**config.mk**
```make
export PLATFORM = sky130hd
export DESIGN_NAME = rare_net_activity_monitor_flat
export DESIGN_NICKNAME = d
export VERILOG_FILES = /design/src/rtl/rare_mon_pkg.sv /design/src/rtl/rare_net_activity_monitor_if.sv /design/src/rtl/toggle_sat_counter.sv /design/src/rtl/rare_net_activity_monitor.sv /design/src/flat_wrapper.sv
export SDC_FILE = /design/constraint.sdc
export NUM_CORES = 1
export LEC_CHECK = 0
export CORE_ASPECT_RATIO = 0.75
export CORE_MARGIN = 8
export CORE_UTILIZATION = 60
export DETAILED_ROUTE_END_ITERATION = 8
export PLACE_DENSITY_LB_ADDON = 0.1
export RECOVER_POWER = 50
export SLEW_MARGIN = 10
export SYNTH_ARGS = -nofsm -noshare
export SYNTH_HDL_FRONTEND = slang
export SYNTH_SLANG_ARGS = --single-unit
```
**constraint.sdc**
```tcl
create_clock -name I1470_clk -period 8.5 [get_ports I1470_clk]
set_input_delay 2.55 -clock I1470_clk [delete_from_list [all_inputs] [get_ports I1470_clk]]
set_output_delay 2.55 -clock I1470_clk [all_outputs]
set_load 0.1 [all_outputs]
```
**src/rtl/rare_mon_pkg.sv**
```systemverilog
// Shared types and sizing helpers for the rare-net activity monitor.
package rare_mon_pkg;

  typedef enum logic [1:0] {
    IDLE,
    ARM,
    COUNT,
    REPORT
  } state_t;

  function automatic int win_w(input int window);
    return $clog2(window + 1);
  endfunction

  function automatic int sel_w(input int n);
    return (n > 1) ? $clog2(n) : 1;
  endfunction

endpackage

```
**src/rtl/rare_net_activity_monitor_if.sv**
```systemverilog
// Control, net tap and readout bundle of the rare-net activity monitor.
interface rare_net_activity_monitor_if #(
  parameter int N_NETS = 8,
  parameter int CNT_W  = 8
) ();
  import rare_mon_pkg::*;

  localparam int SEL_W = sel_w(N_NETS);

  logic              start;
  logic              abort;
  logic              sample_en;
  logic [N_NETS-1:0] net_in;
  logic [SEL_W-1:0]  rd_sel;
  logic [CNT_W-1:0]  rd_cnt;
  logic              busy;
  logic              done;
  logic [N_NETS-1:0] rare_mask;

  modport master (
    output start, abort, sample_en, net_in, rd_sel,
    input  rd_cnt, busy, done, rare_mask
  );

  modport slave (
    input  start, abort, sample_en, net_in, rd_sel,
    output rd_cnt, busy, done, rare_mask
  );

endinterface

```
**src/rtl/toggle_sat_counter.sv**
```systemverilog
// Per-net toggle counter: remembers the last sample and counts changes,
// saturating at all-ones.
module toggle_sat_counter #(
  parameter int CNT_W = 8
) (
  input  logic             clk,
  input  logic             rst,
  input  logic             clr,
  input  logic             en,
  input  logic             d,
  output logic [CNT_W-1:0] q
);

  logic             r_prev;
  logic [CNT_W-1:0] r_cnt;
  logic             w_tog;
  logic             w_sat;

  assign w_tog = d ^ r_prev;
  assign w_sat = &r_cnt;

  // clr also reloads the reference sample so the first count starts clean
  always_ff @(posedge clk or posedge rst) begin
    if (rst) begin
      r_prev <= 1'b0;
      r_cnt  <= '0;
    end else if (clr) begin
      r_prev <= d;
      r_cnt  <= '0;
    end else if (en) begin
      r_prev <= d;
      if (w_tog && !w_sat)
        r_cnt <= r_cnt + CNT_W'(1);
    end
  end

  assign q = r_cnt;

endmodule

```
**src/rtl/rare_net_activity_monitor.sv**
```systemverilog
// Counts per-net toggles over a window of enabled samples and flags
// nets whose activity stays below a threshold.
module rare_net_activity_monitor
  import rare_mon_pkg::*;
#(
  parameter int N_NETS      = 8,
  parameter int CNT_W       = 8,
  parameter int WINDOW      = 256,
  parameter int RARE_THRESH = 2
) (
  input logic                        I1470_clk,
  input logic                        I1477_rst,
  rare_net_activity_monitor_if.slave bus
);

  localparam int               WIN_W   = win_w(WINDOW);
  localparam logic [WIN_W-1:0] WIN_END = WIN_W'(WINDOW);
  localparam logic [CNT_W-1:0] THRESH  = CNT_W'(RARE_THRESH);

  state_t             r_state;
  logic [WIN_W-1:0]   r_win;
  logic [WIN_W-1:0]   w_win_nx;
  logic               r_busy;
  logic               r_done;
  logic [N_NETS-1:0]  r_mask;
  logic [N_NETS-1:0]  w_rare;
  logic               w_clr;
  logic               w_en;
  logic [CNT_W-1:0]   w_cnt [N_NETS];
  logic [CNT_W-1:0]   w_rd;

  // clear on the start edge, then again in ARM to capture the reference
  assign w_clr = !bus.abort &&
                 (((r_state == IDLE) && bus.start) || (r_state == ARM));
  assign w_en  = !bus.abort && (r_state == COUNT) && bus.sample_en;

  for (genvar g = 0; g < N_NETS; g++) begin : g_net
    toggle_sat_counter #(.CNT_W(CNT_W)) u_cnt (
      .clk (I1470_clk),
      .rst (I1477_rst),
      .clr (w_clr),
      .en  (w_en),
      .d   (bus.net_in[g]),
      .q   (w_cnt[g])
    );
    assign w_rare[g] = w_cnt[g] < THRESH;
  end

  assign w_win_nx = r_win + WIN_W'(1);

  always_ff @(posedge I1470_clk or posedge I1477_rst) begin
    if (I1477_rst) begin
      r_state <= IDLE;
      r_win   <= '0;
      r_busy  <= 1'b0;
      r_done  <= 1'b0;
      r_mask  <= '0;
    end else if (bus.abort) begin
      r_state <= IDLE;
      r_busy  <= 1'b0;
      r_done  <= 1'b0;
    end else begin
      r_done <= 1'b0;
      unique case (r_state)
        IDLE: if (bus.start) begin
          r_state <= ARM;
          r_busy  <= 1'b1;
          r_win   <= '0;
        end
        ARM: r_state <= COUNT;
        COUNT: if (bus.sample_en) begin
          r_win <= w_win_nx;
          if (w_win_nx == WIN_END) begin
            r_state <= REPORT;
            r_busy  <= 1'b0;
            r_done  <= 1'b1;
          end
        end
        REPORT: begin
          r_state <= IDLE;
          r_mask  <= w_rare;
        end
        default: r_state <= IDLE;
      endcase
    end
  end

  // counters are frozen in REPORT, so the live compare is the final result
  assign bus.rare_mask = (r_state == REPORT) ? w_rare : r_mask;
  assign bus.busy      = r_busy;
  assign bus.done      = r_done;

  always_comb begin
    w_rd = '0;
    for (int i = 0; i < N_NETS; i++)
      if (int'(bus.rd_sel) == i)
        w_rd = w_cnt[i];
  end

  assign bus.rd_cnt = w_rd;

endmodule

```
**src/flat_wrapper.sv**
```systemverilog
// flat-port wrapper written by rule: the top's interface ports become plain ports
module rare_net_activity_monitor_flat import rare_mon_pkg::*;
#(
  parameter int N_NETS      = 8,
  parameter int CNT_W       = 8,
  parameter int WINDOW      = 256,
  parameter int RARE_THRESH = 2
)
  (I1470_clk, I1477_rst, bus_start, bus_abort, bus_sample_en, bus_net_in, bus_rd_sel, bus_rd_cnt, bus_busy, bus_done, bus_rare_mask);
  rare_net_activity_monitor_if #(.N_NETS(N_NETS), .CNT_W(CNT_W)) bus_i ();
  input logic I1470_clk;
  input logic I1477_rst;
  input wire logic [$bits(bus_i.start)-1:0] bus_start;
  input wire logic [$bits(bus_i.abort)-1:0] bus_abort;
  input wire logic [$bits(bus_i.sample_en)-1:0] bus_sample_en;
  input wire logic [$bits(bus_i.net_in)-1:0] bus_net_in;
  input wire logic [$bits(bus_i.rd_sel)-1:0] bus_rd_sel;
  output wire logic [$bits(bus_i.rd_cnt)-1:0] bus_rd_cnt;
  output wire logic [$bits(bus_i.busy)-1:0] bus_busy;
  output wire logic [$bits(bus_i.done)-1:0] bus_done;
  output wire logic [$bits(bus_i.rare_mask)-1:0] bus_rare_mask;
  assign bus_i.start = bus_start;
  assign bus_i.abort = bus_abort;
  assign bus_i.sample_en = bus_sample_en;
  assign bus_i.net_in = bus_net_in;
  assign bus_i.rd_sel = bus_rd_sel;
  assign bus_rd_cnt = bus_i.rd_cnt;
  assign bus_busy = bus_i.busy;
  assign bus_done = bus_i.done;
  assign bus_rare_mask = bus_i.rare_mask;
  rare_net_activity_monitor #(.N_NETS(N_NETS), .CNT_W(CNT_W), .WINDOW(WINDOW), .RARE_THRESH(RARE_THRESH)) u_core (.I1470_clk(I1470_clk), .I1477_rst(I1477_rst), .bus(bus_i));
endmodule
```
==> reports/qor.csv <==
stage,metric,value,unit
logic_synthesis,Simple-Gate Fraction of Synth Area,0.193,
setup_path,CP cell instances,"clkdlybuf4s50_1, mux4_2, mux2_2, buf_4",
setup_path,Top delay family on crit path,buffers and inverters,
route,per-cell routed wire length,18.4,um
die,Starting Density,0.607,
die,die width,126,um
power,Clk pwr share,0.249,
clock_tree,clock slew at reported path FFs,70,ps
die,Core Box Area,0.00890,mm^2
clock_tree,post-CTS sizing,0,
power,Pint,0.883,mW
route,detailed-route via count,4271,
power,switching share of power,0.433,
power,NetSw,0.673,mW
logic_synthesis,Mapped Area,0.00540,mm^2
route,final antenna-violating net count,0,
die,I/O pin cnt,34,
setup_path,Crit. End Element,output pin,
timing,setup TNS,0,ps
logic_synthesis,post-synthesis compound-gate area fraction,0.102,
logic_synthesis,xor/xnor share of the synthesized area,0.0908,
timing,Final Hold Viols,0,
cells_and_area,fin area,0.00607,mm^2
logic_synthesis,Syn. warnings,0,
power,Overall Power,1.56,mW
logic_synthesis,Yosys cell types,42,
clock_tree,Post-CTS Setup Repair Bufs,0,
setup_path,slowest CP cell,clkdlybuf4s50_1,
die,Chip Height,98.2,um
logic_synthesis,Synth Flop Type,dfrtp_1,
clock_tree,CTS tree,built,
timing,final worst path period need,7300,ps
clock_tree,root buffer cell,clkbuf_16,
setup_path,slowest cell delay on critical path,1070,ps
logic_synthesis,number of flops mapped to enable cells by yosys,0,
logic_synthesis,"FF+latch count, synth",93,
grt,first-pass GRT wire length,21.1,mm
power,Gate power share,0.391,
timing,Hold Worst Slack,520,ps
hold_path,Hold Crit Class,reg -> reg,
place,HPWL Detailed,8.93,mm
power,Power Dens Cells,256,mW/mm^2
place,Cells after DPL,671,
logic_synthesis,cells after synthesis,543,
clock_tree,Post-CTS Hold Buffers,0,
timing,slew margin rel.,-0.883,
route,via/cell ratio,6.22,
grt,gr ovfl total,0,
place,area of placed instances,0.00579,mm^2
logic_synthesis,Post-Synth Adder-Cell Area,0.0348,
clock_tree,Num CTS Buffers,9,
cells_and_area,Fill cells,693,
setup_path,worst path bufs/invs,2,
die,Rows,30,
cells_and_area,nets,601,
power,Sequential Power Share,0.360,
cells_and_area,antenna cells,0,
cells_and_area,register area,0.00233,mm^2
cells_and_area,fin util,0.682,
route,# DRC,0,
flow_run,max-capacitance violation count,2,
place,Setup WS pre-CTS,1170,ps
power,worst vdd ir,169,uV
logic_synthesis,Post-synth ARST share,1.00,
setup_path,Worst Setup Path Type,in -> out,
cells_and_area,final std cells w/o fill,687,
timing,# setup viols final,0,
timing,period utilization,0.859,
cells_and_area,area grow syn2layout,12.4,%
setup_path,CP required,5950,ps
route,final wirelength,12.6,mm
timing,Slew Limit Fails,96,
clock_tree,H-tree levels,3,
timing,RSZ-0062 raised after global routing,false,
logic_synthesis,largest family of logic cells by synthesized area,simple AND/OR/NAND/NOR gates,
route,1st-iter DRT viols,528,
logic_synthesis,"Seq/Total Area, Yosys",0.431,
grt,vias in the first global route,3936,
logic_synthesis,syn nets,574,
logic_synthesis,mux contribution to synthesized area,0.117,
place,I/O Buffers,33,
setup_path,Worst Path Max Fanout,16,
timing,fmax,137,MHz
route,drt pass-1 iters,5,
power,Lkg Pwr,2.57,nW
cells_and_area,multi-input logic area,0.00291,mm^2
timing,Slew @ Worst Pin,2820,ps
logic_synthesis,"Avg Cell Area, Syn",9.94,um^2
clock_tree,CTS sink count,93,
timing,min setup slack post-route,1200,ps
grt,pin count of the biggest net entering global routing,65,
grt,all-layer global routing usage,0.214,
outcome,status,"complete, but fails checks",
clock_tree,Max clock buf depth,2,
outcome,failing checks,"capacitance limit, slew limit",
place,routability cong.,0.882,
setup_path,startpoint class of the critical path,input pin,
cells_and_area,fraction of layout cells with a size suffix above 1,0.118,
timing,Layout Skew,13.6,ps
grt,initial antenna violation count,1,
die,full die area,0.0123,mm^2
setup_path,crit path DAT,4750,ps
clock_tree,"Clk Latency, worst-skew pair",350,ps
==> synthesized netlist by cell type (3+ instances only) <==
cell type	instances	area [um^2]
nor2_1	81	304
mux2_2	16	180
a21oi_1	23	115
a31oi_1	3	18.8
o211ai_4	6	128
nand4_1	17	106
nand3_1	28	140
and3_1	6	37.5
or3_1	15	93.8
o21ai_0	34	170
dfrtp_1	93	2330
nor3_1	32	160
xor2_1	23	201
clkbuf_1	13	48.8
nand2_1	24	90.1
nor4_1	8	50.1
mux2i_1	9	90.1
mux4_2	16	360
ha_1	15	188
buf_2	3	15.0
xnor2_1	33	289
inv_1	23	86.3
==> state kept, by name, summed over array words and instances (netlist names) <==
name                       count
u_core.g_net.u_cnt.q          64
u_core.r_win                   9
u_core.g_net.u_cnt.r_prev      8
u_core.r_mask                  8
u_core.r_state                 2
u_core.bus.busy                1
u_core.bus.done                1
==> logic make-up after synthesis <==
group,Yosys count
compound gates,78
xor+xnor,56
fa+ha+maj,15
buf+inv,42
flops,93
mux,41
simple gates,218
==> area by class of cell <==
cell class	count	share of cell area
multi-input combinational	408	0.479
sequential	93	0.383
timing repair buffer	35	0.0530
clock buffer	10	0.0377
tap	112	0.0231
inverter	23	0.0144
clock inverter	6	0.00907
==> final timing paths <==
check,startpoint,to,slack (ps),cells past startpoint
max,bus_rd_sel[0],bus_rd_cnt[2],1200,4
min,u_core.r_mask[5]$_DFFE_PP0N_,u_core.r_mask[5]$_DFFE_PP0N_,520,2
min in group asynchronous,I1477_rst,u_core.r_mask[5]$_DFFE_PP0N_,3110,2
max in group asynchronous,I1477_rst,u_core.g_net[3].u_cnt.q[1]$_DFFE_PP0P_,2060,3
min reg2reg,u_core.r_mask[5]$_DFFE_PP0N_,u_core.r_mask[5]$_DFFE_PP0N_,520,2
max reg2reg,u_core.r_state[0]$_DFFE_PP0P_,u_core.g_net[7].u_cnt.q[3]$_DFFE_PP0P_,5690,6
==> power groups by stage <==
stage               clock network, mW  logic, mW  registers [mW]
finish                          0.387      0.608           0.560
floorplan                           0      0.467           0.562
CTS                             0.392      0.611           0.561
global route                    0.412      0.654           0.570
global placement                    0      0.599           0.566
detailed placement                  0      0.608           0.570
==> cell usage in the layout, fill, tap and decap left out, drive strengths merged <==
| cell type | n |
|---|---|
| a31oi | 3 |
| dlygate4sd3 | 2 |
| xor2 | 23 |
| nand3 | 29 |
| buf | 9 |
| a41oi | 1 |
| nand3b | 1 |
| o211ai | 8 |
| nor4 | 9 |
| nor2 | 81 |
| and2 | 1 |
| mux2i | 9 |
| nand2b | 1 |
| o21ai | 35 |
| a22o | 2 |
| o31ai | 2 |
| or3 | 15 |
| clkinvlp | 1 |
| a21oi | 23 |
| clkdlybuf4s50 | 23 |
| a311oi | 1 |
| dfrtp | 93 |
| nand4 | 17 |
| inv | 25 |
| o211a | 1 |
| mux2 | 16 |
| a211o | 1 |
| clkinv | 3 |
| nor2b | 1 |
| clkbuf | 11 |
| ha | 15 |
| and3b | 1 |
| mux4 | 16 |
| nor3 | 32 |
| and3 | 6 |
| nand2 | 24 |
| xnor2 | 33 |
| a41o | 1 |
==> routing by layer <==
layer  routed length, um  track usage  part of all wire
met1                5720        0.304              0.45
met2                5650        0.316              0.45
met3                1030       0.0561             0.082
met4                 225       0.0588             0.018
met5                  11            0           0.00087
==> worst reg2reg max path: stages (launching register included) <==
cell,delay (ps)
dfrtp_1,400
inv_1,130
ha_1,300
and3b_1,890
o211ai_2,420
or3_1,450
a21oi_1,150
(Power assumes the default switching activity.)
